[config.mk]
export PLATFORM = sky130hd
export DESIGN_NAME = vga_timing_gen
export DESIGN_NICKNAME = d
export VERILOG_FILES = /design/src/rtl/vga_timing_pkg.sv /design/src/rtl/sig_delay.sv /design/src/rtl/vga_timing_gen.sv
export SDC_FILE = /design/constraint.sdc
export NUM_CORES = 1
export LEC_CHECK = 0
export BUFFER_PORTS_ARGS = -buffer_cell sky130_fd_sc_hd__buf_2
export CORE_MARGIN = 5
export CORE_UTILIZATION = 30
export CTS_CLUSTER_SIZE = 10
export DETAILED_ROUTE_END_ITERATION = 7
export HOLD_SLACK_MARGIN = 0.05
export MAX_ROUTING_LAYER = met4
export PLACE_DENSITY = 0.58
export SLEW_MARGIN = 25
export SYNTH_ARGS = -nofsm -noshare
export SYNTH_HDL_FRONTEND = slang
export SYNTH_SLANG_ARGS = --single-unit
[constraint.sdc]
create_clock -name vga_clk -period 5.6 [get_ports vga_clk]
set_input_delay 1.12 -clock vga_clk [delete_from_list [all_inputs] [get_ports vga_clk]]
set_output_delay 1.12 -clock vga_clk [all_outputs]
set_load 0.02 [all_outputs]
[src/rtl/vga_timing_pkg.sv]
// Shared raster constants for 640x480@60 and the coordinate type that the
// renderer stages use for DrawX/DrawY.
package vga_timing_pkg;

    localparam int COORD_W = 10;

    localparam int DEF_H_VISIBLE = 640;
    localparam int DEF_H_FP      = 16;
    localparam int DEF_H_SYNC    = 96;
    localparam int DEF_H_BP      = 48;
    localparam int DEF_V_VISIBLE = 480;
    localparam int DEF_V_FP      = 10;
    localparam int DEF_V_SYNC    = 2;
    localparam int DEF_V_BP      = 33;

    localparam int DEF_H_TOTAL = DEF_H_VISIBLE + DEF_H_FP + DEF_H_SYNC + DEF_H_BP;
    localparam int DEF_V_TOTAL = DEF_V_VISIBLE + DEF_V_FP + DEF_V_SYNC + DEF_V_BP;

    typedef logic [COORD_W-1:0] coord_t;

endpackage

[src/rtl/sig_delay.sv]
// DEPTH-stage shift register of WIDTH-bit words; every stage loads RESET_VAL
// on reset. DEPTH=0 degenerates to a plain wire.
module sig_delay #(
    parameter int                DEPTH     = 2,
    parameter int                WIDTH     = 1,
    parameter logic [WIDTH-1:0]  RESET_VAL = '0
) (
    input  logic             clk,
    input  logic             reset,
    input  logic [WIDTH-1:0] i_din,
    output logic [WIDTH-1:0] o_dout
);

    generate
        if (DEPTH == 0) begin : g_bypass
            assign o_dout = i_din;
        end else begin : g_shift
            logic [WIDTH-1:0] r_stage [DEPTH];

            always_ff @(posedge clk) begin
                if (reset) begin
                    for (int i = 0; i < DEPTH; i++) begin
                        r_stage[i] <= RESET_VAL;
                    end
                end else begin
                    r_stage[0] <= i_din;
                    for (int i = 1; i < DEPTH; i++) begin
                        r_stage[i] <= r_stage[i-1];
                    end
                end
            end

            assign o_dout = r_stage[DEPTH-1];
        end
    endgenerate

endmodule

[src/rtl/vga_timing_gen.sv]
// Raster timing generator: pixel/line counters, registered sync/blank/strobe
// decode, and sync/blank copies delayed to match the renderer pipeline.
module vga_timing_gen
    import vga_timing_pkg::*;
#(
    parameter int H_VISIBLE  = DEF_H_VISIBLE,
    parameter int H_FP       = DEF_H_FP,
    parameter int H_SYNC     = DEF_H_SYNC,
    parameter int H_BP       = DEF_H_BP,
    parameter int V_VISIBLE  = DEF_V_VISIBLE,
    parameter int V_FP       = DEF_V_FP,
    parameter int V_SYNC     = DEF_V_SYNC,
    parameter int V_BP       = DEF_V_BP,
    parameter int PIPE_DELAY = 2
) (
    input  logic   vga_clk,
    input  logic   reset,
    output coord_t DrawX,
    output coord_t DrawY,
    output logic   blank,
    output logic   hs,
    output logic   vs,
    output logic   hs_d,
    output logic   vs_d,
    output logic   blank_d,
    output logic   line_start,
    output logic   frame_start,
    output logic   frame_end
);

    localparam int H_TOTAL = H_VISIBLE + H_FP + H_SYNC + H_BP;
    localparam int V_TOTAL = V_VISIBLE + V_FP + V_SYNC + V_BP;

    generate
        if (H_TOTAL > (1 << COORD_W) || V_TOTAL > (1 << COORD_W)) begin : g_badWidth
            $error("vga_timing_gen: raster totals do not fit the coordinate width");
        end
        if (PIPE_DELAY < 0 || PIPE_DELAY > 7) begin : g_badDelay
            $error("vga_timing_gen: PIPE_DELAY must be in 0..7");
        end
    endgenerate

    localparam coord_t H_LAST     = coord_t'(H_TOTAL - 1);
    localparam coord_t V_LAST     = coord_t'(V_TOTAL - 1);
    localparam coord_t H_VIS      = coord_t'(H_VISIBLE);
    localparam coord_t V_VIS      = coord_t'(V_VISIBLE);
    localparam coord_t V_LAST_VIS = coord_t'(V_VISIBLE - 1);
    localparam coord_t HS_START   = coord_t'(H_VISIBLE + H_FP);
    localparam coord_t HS_END     = coord_t'(H_VISIBLE + H_FP + H_SYNC);
    localparam coord_t VS_START   = coord_t'(V_VISIBLE + V_FP);
    localparam coord_t VS_END     = coord_t'(V_VISIBLE + V_FP + V_SYNC);

    logic       r_run;
    coord_t     r_hc;
    coord_t     r_vc;
    logic       r_blank;
    logic       r_hs;
    logic       r_vs;
    logic       r_lineStart;
    logic       r_frameStart;
    logic       r_frameEnd;
    coord_t     w_hcNext;
    coord_t     w_vcNext;
    logic [2:0] w_delayed;

    // r_run holds the counters at (0,0) for the first clock after reset, so
    // that pixel is presented with its strobes instead of being skipped.
    always_comb begin
        w_hcNext = '0;
        w_vcNext = '0;
        if (r_run) begin
            if (r_hc == H_LAST) begin
                w_hcNext = '0;
                w_vcNext = (r_vc == V_LAST) ? '0 : r_vc + coord_t'(1);
            end else begin
                w_hcNext = r_hc + coord_t'(1);
                w_vcNext = r_vc;
            end
        end
    end

    // Decoding the next position keeps every output aligned with DrawX/DrawY.
    always_ff @(posedge vga_clk) begin
        if (reset) begin
            r_run        <= 1'b0;
            r_hc         <= '0;
            r_vc         <= '0;
            r_blank      <= 1'b0;
            r_hs         <= 1'b1;
            r_vs         <= 1'b1;
            r_lineStart  <= 1'b0;
            r_frameStart <= 1'b0;
            r_frameEnd   <= 1'b0;
        end else begin
            r_run        <= 1'b1;
            r_hc         <= w_hcNext;
            r_vc         <= w_vcNext;
            r_blank      <= (w_hcNext < H_VIS) && (w_vcNext < V_VIS);
            r_hs         <= !((w_hcNext >= HS_START) && (w_hcNext < HS_END));
            r_vs         <= !((w_vcNext >= VS_START) && (w_vcNext < VS_END));
            r_lineStart  <= (w_hcNext == '0);
            r_frameStart <= (w_hcNext == '0) && (w_vcNext == '0);
            r_frameEnd   <= (w_hcNext == H_VIS) && (w_vcNext == V_LAST_VIS);
        end
    end

    sig_delay #(
        .DEPTH     (PIPE_DELAY),
        .WIDTH     (3),
        .RESET_VAL (3'b110)
    ) u_syncDelay (
        .clk    (vga_clk),
        .reset  (reset),
        .i_din  ({r_hs, r_vs, r_blank}),
        .o_dout (w_delayed)
    );

    assign DrawX       = r_hc;
    assign DrawY       = r_vc;
    assign blank       = r_blank;
    assign hs          = r_hs;
    assign vs          = r_vs;
    assign line_start  = r_lineStart;
    assign frame_start = r_frameStart;
    assign frame_end   = r_frameEnd;
    assign hs_d        = w_delayed[2];
    assign vs_d        = w_delayed[1];
    assign blank_d     = w_delayed[0];

endmodule

======== Yosys cells after proc, flatten, opt, wreduce, memory -nomap -nowiden ========
Memory sizes are Yosys's and may differ from the RTL's.
Cells that the tools add are included.
Widths: inputs -> output; s select.
cells by class
  mux-type cells .......................... 10
  eq/ne operators ......................... 4
  bitwise operators ....................... 2
  add/sub/neg operators ................... 2
  reductions and logical operators ........ 9
  order comparisons ....................... 6
operator list
  cell                   number
  $mux 10                5
  $eq 10x10->1 const B   3
  $add 10x1->10 const B  2
  $logic_not 10->1       2
  $lt 10x10->1 const B   2
  $lt 10x9->1 const B    2
  $eq 10x9->1 const B    1
  $ge 10x10->1 const B   1
  $ge 10x9->1 const B    1
  $mux 3                 2
  $logic_and 1x1->1      5
  $mux 1                 3
  $logic_not 1->1        2
  $or 1x1->1             2
storage, ports and cells
  logic and storage cells ................. 43
  output and inout bits ................... 29
  flip-flop bits (word level) ............. 27
  RAM bits ................................ 6
  memories ................................ 1
  input port bits ......................... 2
memories
  memory                       words  bits a word  rd ports  clocked after Yosys merged registers in  write ports  RTL line         text
  u_syncDelay.g_shift.r_stage  2      3            2         0                                        2            sig_delay.sv:18  logic [WIDTH-1:0] r_stage [DEPTH];

======== Depth between registers and ports, before layout ========
  depth in word-level cells ............... 7
  mapped depth ............................ 8
  gate-level depth less buffers ........... 8

======== Cells and area by module ========
From an unflattened synthesis, not the netlist that was laid out.
second synthesis, totals
  cell total of the unflattened synthesis .. 216
  area total of the unflattened synthesis .. 1815.5 sq um
modules (own cells, without submodules)
  module          instances  seq. area each (sq um)  cells each  area an instance (sq um)
  vga_timing_gen  1          540.5                   201         1635.3
  sig_delay       1          120.1                   15          180.2

======== Worst setup path before layout ========
Ideal clock, no wire load.
  path kind ............................... register to register
  start ................................... reg r_hc[1] (netlist: DrawX[1])
  end ..................................... reg r_frameStart (netlist: frame_start)
  slack ................................... 3127 ps
  setup time .............................. 112 ps
  required time ........................... 5488 ps
  stages on the path, launching flop included .. 9
  period minus slack after synthesis ...... 2473 ps
  data arrival time ....................... 2361 ps
  buffers on the path ..................... 1
  cell sequence ........................... dfxtp_1 > ha_1 > nand4_1 > clkbuf_1 > nor3_1 > a31oi_1 > nor3_1 > nand4_1 > a2111oi_1
on the way
  word-level cells in the longest chain between the ends .. 5
  elaborated cells between the ends (all ways) .. 9
  classes of those cells .................. 1 x add/sub; 1 x eq/ne; 4 x mux; 3 x reduce/logical
ends and longest elaborated chain
  element                                        RTL line                                    text
  start, declared                                vga_timing_gen.sv:54                        coord_t r_hc;
  start signal, assigned                         vga_timing_gen.sv:96                        r_hc <= w_hcNext;
  $add 10x1->10 or $eq 10x10->1 (tied branches)  vga_timing_gen.sv:76, vga_timing_gen.sv:72
  $mux 10                                        vga_timing_gen.sv:72                        if (r_hc == H_LAST) begin
  $mux 10                                        vga_timing_gen.sv:71                        if (r_run) begin
  $logic_not 10->1                               vga_timing_gen.sv:102                       r_frameStart <= (w_hcNext == '0) && (w_vcNext == '0);
  $logic_and 1x1->1 *                            vga_timing_gen.sv:102
  end signal, assigned                           vga_timing_gen.sv:102
  end, declared                                  vga_timing_gen.sv:60                        logic r_frameStart;
Every way passes the cells marked *; elsewhere a longest branch is shown, timed or not.
A chain may end at the register's enable or synchronous reset.

======== Worst setup path in the final report ========
Ends and elaborated chain as after synthesis.

==> reports/qor.yml <==
run_status:
  status: "complete, no violations"
clocking:
  clkSinkCount: 33
  insertion_delay_ns: 0.28
  cts_tree: "done"
  hold_buffers: 0
  root_buffer: "clkbuf_8"
  cts-resized-gates: 0
  clk_pin_slew_ns: 0.07
  post_cts_buffers: 0
  htreeDepth: 2
  clock_path_buffers: 2
  numCtsBuffers: 5
setup_path:
  required_ns: 5.78
  slowest_delay_ns: 0.69
  r2r_slack_ns: 2.68
  arrival_ns: 3.10
  r2r-start: "DrawX[1]"
  worstSetupPathType: "reg2reg"
  start_kind: "register"
  slowest_stage: "nor3_1"
  crit_path_start: "DrawX[1]"
  reg2reg_depth: 7
  end_kind: "register"
  crit_fanout: 12
  worstReg2RegEnd: "frame_start"
  crit_chain: "ha_1 > nand4_1 > nor3_1 > a31oi_1 > nor3_1 > nand4_1 > a2111oi_1"
sta:
  clock_skew_ns: 0.007366
  hold_violations: 0
  setup_tns_ns: 0
  post-route-period-util: 0.5217
  worstMarginPinSlew_ns: 0.6614
  slew_viol_final: 0
  setup_viol: 0
  relSlewSlack: 0.5554
  rsz0062_at_grt: "no"
  min_period_ns: 2.922
  worst_hold_slack_ns: 0.4106
  fmax_ghz: 0.3423
  fin_ws_ns: 2.678
power:
  internal_power_uw: 418.9
  p_leak_uw: 0.0007878
  combPwrFrac: 0.029
  p_total_uw: 519.4
  p_switching_uw: 100.5
  pwr-share-seq: 0.462
  p_per_area_nw_per_um2: 257.2
  switching_share: 0.1935
  vdd_drop_max_mv: 0.1485
  power_frac_clock: 0.509
global_routing:
  antenna_found_initial: 0
  grt.overflow.total: 0
  busiest_layer: "met2"
  grt_util_all_layers: 0.1132
  met1_usage: 0.1403
  grt_max_degree: 13
  grt_pass1_wl_um: 6499
  use_met3: 0.03107
  grt_use_met2: 0.1688
  grt_pass1_vias: 1407
place:
  io_buffer_count: 30
  routabilityCongestion: 0.8917
  dp_hpwl_um: 2969
  dpl_worst_slack_ns: 2.698
hold_path:
  min_to: "u_syncDelay.g_shift.r_stage[0][5]"
  holdPathStages: 1
  hold_path.startpoint: "u_syncDelay.g_shift.r_stage[0][2]"
  hold_class: "reg2reg"
logic_synthesis:
  avgSynthCellArea_um2: 8.160
  async_reset_ff_frac: 0
  synth_seq_cells: 33
  syn_inst: 209
  ys_seq_area_frac: 0.3874
  yosys_most_used_dff: "dfxtp_1"
  ys_types: 44
  synth_nets: 214
  synth_area_um2: 1705
  synth_edf_count: 0
  yosys_warnings: 0
drt:
  drtIter0Drc: 113
  wire_per_inst_um: 12.76
  drc: 0
  vias_per_cell: 5.052
  firstDrtPassIters: 4
  antenna_left: 0
  num_vias: 1556
  drt-total-wl_um: 3931
cells_and_area:
  nNetsFinal: 240
  layout_common_cells: "nor2_1 (35), dfxtp_1 (33), buf_2 (30), nand2_1 (19), inv_1 (10)"
  antenna_cells: 0
  drive_above_1_share: 0.1992
  layout_commonest_cell: "nor2_1"
  area.growth.synth_to_final_pct: 18.42
floorplanning:
  die-area_um2: 7292
  core_area_um2: 5507
  row_count: 27
  ios: 31
  initial_core_util: 0.3097
  die_x_um: 85.40
  die_h_um: 85.40
run:
  maxCapViolCount: 0
-- power groups by stage --
| stage | Clock (uW) | Sequential, uW | Combinational, uW |
|---|---|---|---|
| after global placement | 0 | 245 | 15.4 |
| final | 264 | 240 | 15.1 |
| after floorplan | 0 | 248 | 7.20 |
| after CTS | 271 | 240 | 15.5 |
| after global routing | 280 | 240 | 17.2 |
| after detailed placement | 0 | 245 | 15.5 |
-- logic make-up (layout without fill, tap and decap cells) --
family,after synthesis,after routing,share of synthesized area
adder cells (fa/ha/maj),3,3,0.02201
AO/OA/AOI/OAI,24,24,0.09172
AND/OR/NAND/NOR,110,110,0.3485
multiplexers,1,1,0.005870
XOR/XNOR,17,17,0.08731
flip-flops,33,33,0.3874
buffers and inverters,21,48,0.05722
-- registers in the layout (all words and copies together), names as in the netlist --
signal,count
blank,1
DrawX,10
DrawY,10
hs,1
r_run,1
u_syncDelay.g_shift.r_stage,6
frame_start,1
vs,1
line_start,1
frame_end,1
-- worst max-delay path: cells and delay by family (launching register included) --
| family | cells | cell delay, ns |
|---|---|---|
| flops | 1 | 0.40 |
| simple gates | 4 | 1.50 |
| compound gates | 2 | 0.63 |
| fa+ha+maj | 1 | 0.29 |
-- Yosys cell counts (all sizes together) (2+ instances only) --
library cell,number,area share
nor4,5,0.034
nand2,19,0.042
ha,3,0.022
nor2,35,0.077
and4,3,0.015
xnor2,9,0.046
or4,2,0.0088
xor2,8,0.041
or2,4,0.015
nor2b,5,0.018
a31oi,3,0.011
a21oi,5,0.015
or3,4,0.018
buf,6,0.024
nand3,9,0.026
nand4,4,0.015
nor3b,4,0.018
nor3,9,0.026
inv,10,0.022
o21ai,5,0.015
o22ai,3,0.011
dfxtp,33,0.39
clkbuf,5,0.011
-- final cells by class --
cell class / instances / area [um2]
well taps: 72 / 90.09
repair buffers: 30 / 150.1
clock buffers: 5 / 68.82
clock inverters: 3 / 65.06
flip-flops and latches: 33 / 660.6
fillers: 571 / 3487
multi-input cells: 155 / 947.2
inverters: 10 / 37.54
-- worst max path at each step --
| stage | to | slack (ns) | depth (start not counted) |
|---|---|---|---|
| 3_3_place_gp | frame_start | 2.77 | 7 |
| 5_1_grt | frame_start | 2.38 | 7 |
| 3_5_place_dp | frame_start | 2.70 | 7 |
| 4_1_cts | frame_start | 2.68 | 7 |
| 2_1_floorplan | frame_start | 3.13 | 8 |
| 6_report | frame_start | 2.68 | 7 |
-- layer usage --
layer / up-vias / routed length [um] / share of wire
met5: - / 0 / 0
met4: 0 / 53 / 0.013
met3: 5 / 262 / 0.067
met2: 47 / 1726 / 0.44
met1: 726 / 1889 / 0.48
li1: 778 / - / -
-- per-stage QoR --
| stage | area, um2 | instances | utilization |
|---|---|---|---|
| after global routing | 2019 | 308 | 0.3667 |
| after detailed placement | 1886 | 300 | 0.3424 |
| after global placement | 1886 | 300 | 0.3424 |
| after floorplan | 1705 | 209 | - |
| after CTS | 2019 | 308 | 0.3667 |
| final | 2019 | 308 | 0.3667 |
(Power assumes the default switching activity.)
